===== src/rtl/alu_pkg.sv =====
// Shared ALU op-code constants and the op-code type used by the issue queue and the ALU.
package alu_pkg;
  typedef logic [2:0] alucontrol_t;

  localparam alucontrol_t ALU_AND = 3'b000;
  localparam alucontrol_t ALU_OR  = 3'b001;
  localparam alucontrol_t ALU_ADD = 3'b010;
  localparam alucontrol_t ALU_SUB = 3'b110;
  localparam alucontrol_t ALU_SLT = 3'b111;
endpackage


===== src/rtl/alu_issue_queue.sv =====
// Registered FIFO of ALU operations; the head entry drives the ALU operands directly from storage.
module alu_issue_queue
  import alu_pkg::*;
#(
  parameter int DEPTH = 4,
  parameter int WIDTH = 32
) (
  input  logic                   clk,
  input  logic                   reset_n,
  input  logic                   flush,
  input  logic                   in_valid,
  output logic                   in_ready,
  input  logic [WIDTH-1:0]       in_a,
  input  logic [WIDTH-1:0]       in_b,
  input  alucontrol_t            in_alucontrol,
  output logic                   out_valid,
  input  logic                   out_ready,
  output logic [WIDTH-1:0]       a,
  output logic [WIDTH-1:0]       b,
  output alucontrol_t            alucontrol,
  output logic [$clog2(DEPTH):0] count
);
  localparam int PW = $clog2(DEPTH);
  localparam int CW = PW + 1;

  logic [PW-1:0]    wr_ptr_q, wr_ptr_d;
  logic [PW-1:0]    rd_ptr_q, rd_ptr_d;
  logic [CW-1:0]    count_q, count_d;
  logic [WIDTH-1:0] a_mem_q  [DEPTH];
  logic [WIDTH-1:0] b_mem_q  [DEPTH];
  alucontrol_t      op_mem_q [DEPTH];
  logic             push, pop;

  // Status flags depend only on the registered count, so ready never follows out_ready.
  assign in_ready  = (count_q != CW'(DEPTH));
  assign out_valid = (count_q != '0);
  assign push      = in_valid & in_ready & ~flush;
  assign pop       = out_valid & out_ready & ~flush;

  always_comb begin
    wr_ptr_d = wr_ptr_q;
    rd_ptr_d = rd_ptr_q;
    count_d  = count_q;
    if (flush) begin
      wr_ptr_d = '0;
      rd_ptr_d = '0;
      count_d  = '0;
    end else begin
      if (push) wr_ptr_d = wr_ptr_q + PW'(1);
      if (pop)  rd_ptr_d = rd_ptr_q + PW'(1);
      case ({push, pop})
        2'b10:   count_d = count_q + CW'(1);
        2'b01:   count_d = count_q - CW'(1);
        default: count_d = count_q;
      endcase
    end
  end

  always_ff @(posedge clk or negedge reset_n) begin
    if (!reset_n) begin
      wr_ptr_q <= '0;
      rd_ptr_q <= '0;
      count_q  <= '0;
    end else begin
      wr_ptr_q <= wr_ptr_d;
      rd_ptr_q <= rd_ptr_d;
      count_q  <= count_d;
    end
  end

  // Payload storage is never reset; occupancy alone decides what is valid.
  always_ff @(posedge clk) begin
    if (push) begin
      a_mem_q[wr_ptr_q]  <= in_a;
      b_mem_q[wr_ptr_q]  <= in_b;
      op_mem_q[wr_ptr_q] <= in_alucontrol;
    end
  end

  assign a          = out_valid ? a_mem_q[rd_ptr_q]  : '0;
  assign b          = out_valid ? b_mem_q[rd_ptr_q]  : '0;
  assign alucontrol = out_valid ? op_mem_q[rd_ptr_q] : ALU_AND;
  assign count      = count_q;
endmodule


===== config.mk =====
export PLATFORM = sky130hd
export DESIGN_NAME = alu_issue_queue
export DESIGN_NICKNAME = d
export VERILOG_FILES = /design/src/rtl/alu_pkg.sv /design/src/rtl/alu_issue_queue.sv
export SDC_FILE = /design/constraint.sdc
export NUM_CORES = 1
export LEC_CHECK = 0
export ABC_CLOCK_PERIOD_IN_PS = 2700
export CAP_MARGIN = 20
export CORE_MARGIN = 2
export CORE_UTILIZATION = 49
export CTS_CLUSTER_DIAMETER = 80
export DETAILED_ROUTE_END_ITERATION = 8
export HOLD_SLACK_MARGIN = 0.1
export PLACE_DENSITY = 0.75
export SYNTH_ARGS = -nofsm -noshare
export SYNTH_HDL_FRONTEND = slang
export SYNTH_SLANG_ARGS = --single-unit

===== constraint.sdc =====
create_clock -name clk -period 2.7 [get_ports clk]
set_input_delay 0.54 -clock clk [delete_from_list [all_inputs] [get_ports clk]]
set_output_delay 0.54 -clock clk [all_outputs]
set_load 0.01 [all_outputs]

Word level (Yosys, flattened, before mapping)

Memories as Yosys holds them, arrays and structs flattened.
Cells that the tools add are included.

Reduce and logical (&&, ||, !) cells: 4
Equal/unequal tests: 3
$mul: 0
Add/sub/neg operators: 4
Shift-type cells: 0
Muxes and demuxes: 11
Order comparisons: 0
Bitwise operators: 5
Div/mod/pow operators: 0

Operators with widths:

| kind                  | number |
|---|---|
| $mux W32              | 2 |
| $mux W2               | 4 |
| $mux W3               | 2 |
| $pmux W3 S2           | 1 |
| $reduce_bool A3 Y1    | 2 |
| $add A2 B1 Y2 const B | 2 |
| $and A1 B1 Y1         | 4 |
| $reduce_bool A2 Y1    | 2 |
| $add A3 B1 Y3 const B | 1 |
| $ne A3 B3 Y1 const B  | 1 |
| $sub A3 B1 Y3 const B | 1 |
| $eq A2 B1 Y1 const B  | 1 |
| $eq A2 B2 Y1 const B  | 1 |
| $mux W1               | 2 |
| $not A1 Y1            | 1 |

Memories: 3
RAM bits: 268
Word-level logic and storage cells: 33
Memory bits (read-only): 0
Output and inout bits: 72
Latch bits: 0
Register bits after elaboration: 7

Memories:

| name     | depth | bits a word | read ports | clocked after memory_dff | write ports | line                  | text |
|---|---|---|---|---|---|---|---|
| a_mem_q  | 4     | 32          | 1          | 0                        | 1           | alu_issue_queue.sv:29 | `logic [WIDTH-1:0] a_mem_q [DEPTH];` |
| b_mem_q  | 4     | 32          | 1          | 0                        | 1           | alu_issue_queue.sv:30 | `logic [WIDTH-1:0] b_mem_q [DEPTH];` |
| op_mem_q | 4     | 3           | 1          | 0                        | 1           | alu_issue_queue.sv:31 | `alucontrol_t op_mem_q [DEPTH];` |

Depth between registers and ports, before layout

Gate-level depths: netlist of the first run.

Depth in word-level cells: 6
Depth in mapped cells: 9

Least setup slack after synthesis of the first run

No wires, ideal clock.

Kind: reg2reg
From: reg count_q[0] (netlist: count[0])
To: mem a_mem_q[0][0] (enable)
Period minus slack after synthesis: 3064 ps
Arrival time: 2631 ps
Path slack: -364 ps
Data required time: 2268 ps
Buffers on the path: 2
Library setup time: 432 ps
Cell stages (with the launch flop): 5
Cells stage by stage: dfrtp_1 -> buf_2 -> or3b_1 -> clkbuf_1 -> and3_1

Word-level cells in the longest chain between the ends: 5

RTL lines:

| what                          | line                  | text |
|---|---|---|
| start: declaration            | alu_issue_queue.sv:28 | `logic [CW-1:0] count_q, count_d;` |
| start signal: assignment      | alu_issue_queue.sv:67 | `count_q <= count_d;` |
| $ne A3 B3 Y1                  | alu_issue_queue.sv:35 | `assign in_ready = (count_q != CW'(DEPTH));` |
| named net in_ready            | alu_issue_queue.sv:12 | `output logic in_ready,` |
| $and A1 B1 Y1 (2 in a row)    | alu_issue_queue.sv:37 | `assign push = in_valid & in_ready & ~flush;` |
| $mux W1                       | alu_issue_queue.sv:73 | `if (push) begin` |
| $mux W1 (not written as such) | alu_issue_queue.sv:74 | `a_mem_q[wr_ptr_q] <= in_a;` |
| end: declaration              | alu_issue_queue.sv:29 |  |

The timed path passes the listed nets, and every way through them passes these cells.

Worst setup path in the final report of the first run

From: reg rd_ptr_q[0]
To: out b[8]

Word-level cells in the longest chain between the ends: 2

RTL lines:

| what                     | line                  | text |
|---|---|---|
| start: declaration       | alu_issue_queue.sv:27 | `logic [PW-1:0] rd_ptr_q, rd_ptr_d;` |
| start signal: assignment | alu_issue_queue.sv:66 | `rd_ptr_q <= rd_ptr_d;` |
| $mem_v2 Z4 W32           | --                    |  |
| $mux W32                 | alu_issue_queue.sv:81 | `assign b = out_valid ? b_mem_q[rd_ptr_q] : '0;` |
| end: declaration         | alu_issue_queue.sv:19 | `output logic [WIDTH-1:0] b,` |

Every way passes these cells.

==> flow_metrics.py, run 1 <==
metrics = {
    "outcome": {
        "status": "finished with violations",
        "violations": "negative setup slack",
    },
    "timing": {
        "period_needed_ns": 2.73,
        "rsz0062_at_grt": "true",
        "worst_pin_slew_ns": 0.505,
        "hold_violations": 0,
        "skew_ns": 0.0105,
        "holdWs_ns": 0.300,
        "maxSlewHeadroom_pct": 66.3,
        "finalSetupViolCount": 15,
        "setup_ws_ns": -0.0264,
        "finalCritPeriodShare_pct": 101,
        "slew_violations": 0,
        "max_freq_ghz": 0.367,
    },
    "place": {
        "place_ws_ns": -0.0269,
        "dp_hpwl_um": 12900,
        "portBuffers": 143,
        "place_congestion": 0.871,
    },
    "clock_network": {
        "clockBufferDepth": 3,
        "cts_tree": "done",
        "cts_hold_buffers": 0,
        "cts_root_buf": "clkbuf_16",
        "htree_num_levels": 1,
        "clk-insertion-delay-late_ns": 0.52,
        "clk_pin_slew_ns": 0.06,
        "numCtsBuffers": 28,
        "clock_sinks": 275,
    },
    "synthesis": {
        "synthesis.nets": 567,
        "synth_area_um2": 10700,
        "synth-seq-area-share_pct": 77.1,
        "yosys_warnings": 0,
        "postSynthCellCount": 490,
        "yosysMostFrequentCell": "edfxtp_1",
        "synthTopCellsByArea": "edfxtp_1, mux4_2, and2_1",
        "yosysUniqueCellTypes": 34,
        "syn_area_per_cell_um2": 21.8,
        "synth-main-ff-cell": "edfxtp_1",
        "synthTopCellsByCount": "edfxtp_1, and2_1, mux4_2",
        "synth-edff-count": 268,
        "synth_top_area_share_pct": 75.5,
        "ys_ff_latch": 275,
        "synthArstFlopShare_pct": 2.55,
        "yosys.area.top_type": "edfxtp_1",
    },
    "pwr": {
        "pwr_density_cell_nw_per_um2": 847,
        "ir_drop_mv": 0.539,
        "clkPwrFrac_pct": 30.1,
        "seqPwrFrac_pct": 41.7,
        "p_switching_mw": 2.91,
        "p_leak_nw": 4.77,
        "p_int_mw": 8.99,
        "total_power_mw": 11.9,
        "p_comb_share_pct": 28.1,
        "swShare_pct": 24.4,
    },
    "route": {
        "drtAntennaViolNets": 0,
        "wire_per_inst_um": 22.4,
        "vias": 5434,
        "wirelength_um": 21900,
        "routed_via_density": 5.55,
        "drtPass1Iterations": 5,
        "drt_iter0_drc": 319,
        "drc_errors": 0,
    },
    "floorplan": {
        "die_w_um": 152,
        "rows": 53,
        "initial_utilization_pct": 50.3,
        "pin_count": 144,
        "coreArea_um2": 21200,
        "die_height_um": 152,
        "dieArea_um2": 23000,
    },
    "global_routing": {
        "grt-ovfl-total": 0,
        "grt_pass1_vias": 5832,
        "grtUsageTotal_pct": 19.4,
        "grt_first_pass_wirelength_um": 33000,
        "grt_antenna_before_repair": 0,
        "grt_max_degree": 38,
    },
    "worst_setup_path": {
        "crit_fanout": 7,
        "path_class": "reg -> out",
        "critPathRequiredTime_ns": 2.16,
        "crit_path_end_kind": "primary output",
        "critPathLaunchType": "register",
        "arrival_ns": 2.19,
    },
    "finish": {
        "diodes": 0,
        "nFillCells": 1386,
        "drive_gt1_share_pct": 39.8,
        "synthToLayoutAreaGrowth_pct": 31.7,
        "finalNetCount": 763,
        "fin_util_pct": 66.2,
    },
    "flow_run": {
        "cap_violations": 0,
    },
    "worst_hold_path": {
        "hold_class": "in -> async",
    },
}
state kept, by name, summed over array words and instances, names as in the netlist:
name,cells
a_mem_q,128
b_mem_q,128
op_mem_q,12
count,3
rd_ptr_q,2
wr_ptr_q,2
worst paths after layout:
| kind | startpoint | endpoint | slack (ns) | cells past startpoint |
|---|---|---|---|---|
| min reg2reg | wr_ptr_q[1] | wr_ptr_q[1] | 0.61 | 2 |
| max in group asynchronous | reset_n | rd_ptr_q[0] | 2.09 | 1 |
| max reg2reg | count[2] | count[2] | 0.14 | 8 |
| max | rd_ptr_q[0] | b[8] | -0.03 | 6 |
| min | reset_n | count[2] | 0.30 | 1 |
| min in group clk | wr_ptr_q[1] | wr_ptr_q[1] | 0.61 | 2 |
layer usage:
metal,vias up,track usage [%],wire length (um),part of all wire (%)
met2,208,33.0,11100,51
met5,-,0,0,0
met1,2821,26.6,8960,41
li1,2380,-,-,-
met4,0,3.47,252,1.2
met3,25,4.16,1580,7.2
stage by stage:
step / cell area (um^2) / setup TNS (ns) / std cells
finish: 14000 / -0.188 / 979
global route: 14000 / -1.60 / 979
detailed placement: 12700 / -0.0269 / 907
CTS: 14000 / -1.18 / 980
global placement: 12700 / 0 / 907
floorplan: 10700 / 0 / 490
power groups by stage:
stage | clock network [mW] | logic, mW | registers, mW
5_1_grt | 3.83 | 3.58 | 4.97
3_5_place_dp | 0 | 2.69 | 5.06
3_3_place_gp | 0 | 2.65 | 5.05
2_1_floorplan | 0 | 1.40 | 5.02
4_1_cts | 3.65 | 3.31 | 4.96
6_report | 3.58 | 3.35 | 4.96
cell type report:
cell class	instances	area, um^2	area share (%)
inverters	5	18.8	0.134
flip-flops and latches	275	8230	58.6
multi-input cells	183	2430	17.3
repair buffers	193	2170	15.4
well taps	275	344	2.45
clock inverters	12	101	0.722
clock buffers	36	752	5.35
worst max-delay path, cell delays in order, from the launching register on:
cell and delay, ns:
dfrtp_4 0.50, buf_12 0.16, buf_16 0.15, buf_12 0.13, mux4_2 0.42, and2_4 0.18
buf_6 0.11
cells by family (layout without fill, tap and decap cells):
family                   Yosys count  after routing  share of synthesized area, %
AND/OR/NAND/NOR                   96             96                          5.34
flip-flops                       275            275                          77.1
buffers and inverters             32            246                          1.65
multiplexers                      68             68                          14.2
adder cells (fa/ha/maj)            5              5                         0.657
XOR/XNOR                           4              4                         0.329
AO/OA/AOI/OAI                     10             10                         0.681
cell usage in the layout (no fill, tap or decap), types with 2 or more instances in the layout:
cell type,count
buf_8,3
buf_6,53
bufinv_16,2
nor2b_1,2
buf_4,17
mux4_2,67
buf_16,6
clkbuf_1,7
buf_12,19
dfrtp_4,2
inv_2,2
clkinv_1,7
xor2_1,3
inv_1,3
ha_1,4
a21oi_1,3
and3_4,4
edfxtp_1,268
and2_4,53
clkinv_2,3
clkdlybuf4s50_1,75
nand2_1,6
dfrtp_1,5
buf_2,19
and2_1,14
nand3_1,3
a2111oi_0,2
clkbuf_16,29
nor2_1,6
nor3_1,2
repair_timing:
action | in CTS | in global routing
setup buffers | 19 | 2
cloned | 6 | 0
gates resized for setup | 369 | 29
pin swaps | 14 | 4
hold endpoints to repair | 0 | 0
setup endpoints to repair | 68 | 57
No activity file was read; power rests on OpenSTA's default activity.
==> run 2, diff against run 1 <==
--- a/config.mk
+++ b/config.mk
@@ -5,14 +5,14 @@
 export SDC_FILE = /design/constraint.sdc
 export NUM_CORES = 1
 export LEC_CHECK = 0
-export ABC_CLOCK_PERIOD_IN_PS = 2700
+export ABC_CLOCK_PERIOD_IN_PS = 3300
 export CAP_MARGIN = 20
 export CORE_MARGIN = 2
-export CORE_UTILIZATION = 49
+export CORE_UTILIZATION = 50
 export CTS_CLUSTER_DIAMETER = 80
 export DETAILED_ROUTE_END_ITERATION = 8
 export HOLD_SLACK_MARGIN = 0.1
-export PLACE_DENSITY = 0.75
+export PLACE_DENSITY = 0.74
 export SYNTH_ARGS = -nofsm -noshare
 export SYNTH_HDL_FRONTEND = slang
 export SYNTH_SLANG_ARGS = --single-unit
==> constraint.sdc (replaced) <==
create_clock -name clk -period 3.3 [get_ports clk]
set_input_delay 0.66 -clock clk [delete_from_list [all_inputs] [get_ports clk]]
set_output_delay 0.66 -clock clk [all_outputs]
set_load 0.01 [all_outputs]
==> run 2 against run 1 <==
  * The run now ends clean
  * Final cell count down 3.5%
  * First-iteration DRC count up 4.7%
  * Final area down 4.6%
  * Clock-buffer cell count down 4
  * Largest power group unchanged
  * Worst setup slack better by 0.14 ns
  * Critical path depth down 2
  * Global-route usage down 1.7 points
  * Register-to-register slack better by 0.42 ns
  * Wire length down 9.7%
  * Sequential power down 18%
  * Via count down 4.3%
==> flow_metrics.py, run 2 (synthesis gave the netlist of run 1 again) <==
metrics = {
    "worst_setup_path": {
        "arrival_ns": 2.52,
        "path_class": "reg -> out",
        "crit_path_end_kind": "primary output",
        "cp_cell_sequence": "buf_12 -> mux4_2 -> and2_1 -> clkdlybuf4s50_1",
        "cp_slowest_stage_delay_ns": 0.55,
        "critPathRequiredTime_ns": 2.64,
        "worst_path_max_delay_cell": "mux4_2",
        "crit_fanout": 39,
        "critPathLaunchType": "register",
    },
    "timing": {
        "timing.setup.tns_ns": 0,
        "maxSlewHeadroom_pct": 67.3,
        "max_freq_ghz": 0.314,
        "slew_violations": 0,
        "finalCritPeriodShare_pct": 96.4,
        "period_needed_ns": 3.18,
        "hold_violations": 0,
        "worst_pin_slew_ns": 0.490,
        "rsz0062_at_grt": "false",
        "finalSetupViolCount": 0,
        "skew_ns": 0.00744,
    },
    "finish": {
        "reg_top3": "a_mem_q x128, b_mem_q x128, op_mem_q x12",
        "finalNetCount": 729,
        "final_cell_mix": "edfxtp_1, clkdlybuf4s50_1, mux4_2, and2_1, clkbuf_16",
        "layout_commonest_cell": "edfxtp_1",
        "drive_gt1_share_pct": 19.4,
        "diodes": 0,
        "synthToLayoutAreaGrowth_pct": 25.6,
        "final_cell_count_no_fill": 945,
    },
    "clock_network": {
        "clk_pin_slew_ns": 0.06,
        "clock_sinks": 275,
        "clockBufferDepth": 3,
        "cts_root_buf": "clkbuf_16",
        "post-cts-setup-buffers": 0,
        "htree_num_levels": 1,
        "numCtsBuffers": 27,
        "clk-insertion-delay-late_ns": 0.51,
        "cts_tree": "done",
    },
    "pwr": {
        "pwr_density_cell_nw_per_um2": 671,
        "p_switching_mw": 2.16,
        "p_int_mw": 6.83,
        "clkPwrFrac_pct": 31.5,
        "p_leak_nw": 4.27,
        "swShare_pct": 24.1,
        "p_comb_share_pct": 23.3,
        "ir_drop_mv": 0.423,
        "seqPwrFrac_pct": 45.2,
    },
    "place": {
        "portBuffers": 143,
        "dp_hpwl_um": 12300,
        "placed_cells_incl_taps": 898,
        "place_congestion": 0.809,
    },
    "route": {
        "drtPass1Iterations": 5,
        "routed_via_density": 5.50,
        "vias": 5199,
        "drtAntennaViolNets": 0,
        "wirelength_um": 19800,
        "drt_iter0_drc": 334,
        "drc_errors": 0,
        "wire_per_inst_um": 20.9,
    },
    "global_routing": {
        "grt-ovfl-total": 0,
        "grt_first_pass_wirelength_um": 30300,
        "grtUsageTotal_pct": 17.8,
        "grt_pass1_vias": 5454,
        "grt_antenna_before_repair": 1,
        "grt_max_degree": 68,
    },
    "flow_run": {
        "cap_violations": 0,
    },
    "floorplan": {
        "die_w_um": 150,
        "rows": 53,
        "coreArea_um2": 21000,
        "die_height_um": 150,
        "initial_utilization_pct": 50.9,
        "dieArea_um2": 22500,
        "pin_count": 144,
    },
    "outcome": {
        "status": "finished clean",
    },
    "worst_hold_path": {
        "hold_class": "in -> async",
    },
}
==> run 2: changes by cell type in the layout (fill, tap and decap cells not counted), moves of 3 or more <==
cell	delta
clkinv_2	+4
buf_16	-6
buf_2	-19
buf_12	-8
clkdlybuf4s50_1	+68
buf_8	-3
buf_4	-11
and2_4	-53
and2_1	+53
buf_6	-53
==> run 2: worst max-delay path, delay by kind of cell, from the launching register on <==
| family | cells | cell delay [ns] |
|---|---|---|
| muxes | 1 | 0.55 |
| DFF | 1 | 0.44 |
| and+or+nand+nor | 1 | 0.20 |
| buffers and inverters | 2 | 0.76 |
==> run 2: per-layer routing <==
metal | routed length (um) | track usage (%) | part of all wire (%) | vias up
li1 | - | - | - | 2303
met1 | 7930 | 24.3 | 40 | 2656
met2 | 9900 | 29.8 | 50 | 211
met3 | 1630 | 3.78 | 8.2 | 27
met4 | 290 | 3.82 | 1.5 | 2
met5 | 13 | 0 | 0.066 | -
==> run 2: through the flow <==
step	utilization [%]	setup WS, ns	hold WS, ns	cell area, um^2	total power [mW]
4_1_cts	63.9	0.0838	0.403	13400	9.13
5_1_grt	63.9	0.0143	0.426	13400	9.36
3_5_place_dp	60.0	0.368	0.572	12600	6.27
2_1_floorplan	-	0.155	0.364	10700	5.26
6_report	63.9	0.117	0.414	13400	9.00
3_3_place_gp	60.0	0.484	0.550	12600	6.22
==> run 2: power by group through the flow <==
stage                     registers (mW)  clock network [mW]  logic [mW]
after floorplan                     4.12                   0        1.14
after global placement              4.12                   0        2.10
after detailed placement            4.14                   0        2.13
after CTS                           4.07                2.91        2.15
after global routing                4.08                3.03        2.26
final                               4.06                2.83        2.10
==> run 2: repair_timing <==
action / in CTS / in global routing
setup endpoints to repair: 38 / 0
gates resized for setup: 2 / 0
hold buffers: 0 / 0
hold endpoints to repair: 0 / 0
==> run 2: path summary, 6_finish.rpt <==
path                        startpoint          end  slack (ns)  cells past startpoint
setup / recovery           rd_ptr_q[0]        a[31]        0.12                      4
hold / removal                 reset_n  wr_ptr_q[1]        0.41                      1
setup reg to reg              count[0]     count[2]        0.56                      8
hold reg to reg            wr_ptr_q[1]  wr_ptr_q[1]        0.58                      2
max in group asynchronous      reset_n  rd_ptr_q[0]        2.60                      1
min in group clk           wr_ptr_q[1]  wr_ptr_q[1]        0.58                      2
==> run 2: area by class of cell <==
cell class | count | area, um^2
tap | 275 | 344
clock buffer | 32 | 694
sequential | 275 | 8230
clock inverter | 15 | 121
multi-input combinational | 183 | 2290
fill | 1436 | 7560
inverter | 5 | 21.3
timing repair buffer | 160 | 1700
==> run 3, diff against run 2 <==
--- a/config.mk
+++ b/config.mk
@@ -16,3 +16,4 @@
 export SYNTH_ARGS = -nofsm -noshare
 export SYNTH_HDL_FRONTEND = slang
 export SYNTH_SLANG_ARGS = --single-unit
+export TNS_END_PERCENT = 100
==> results of run 3 <==
The final DEF is identical to that of run 2; final timing and power are the same.
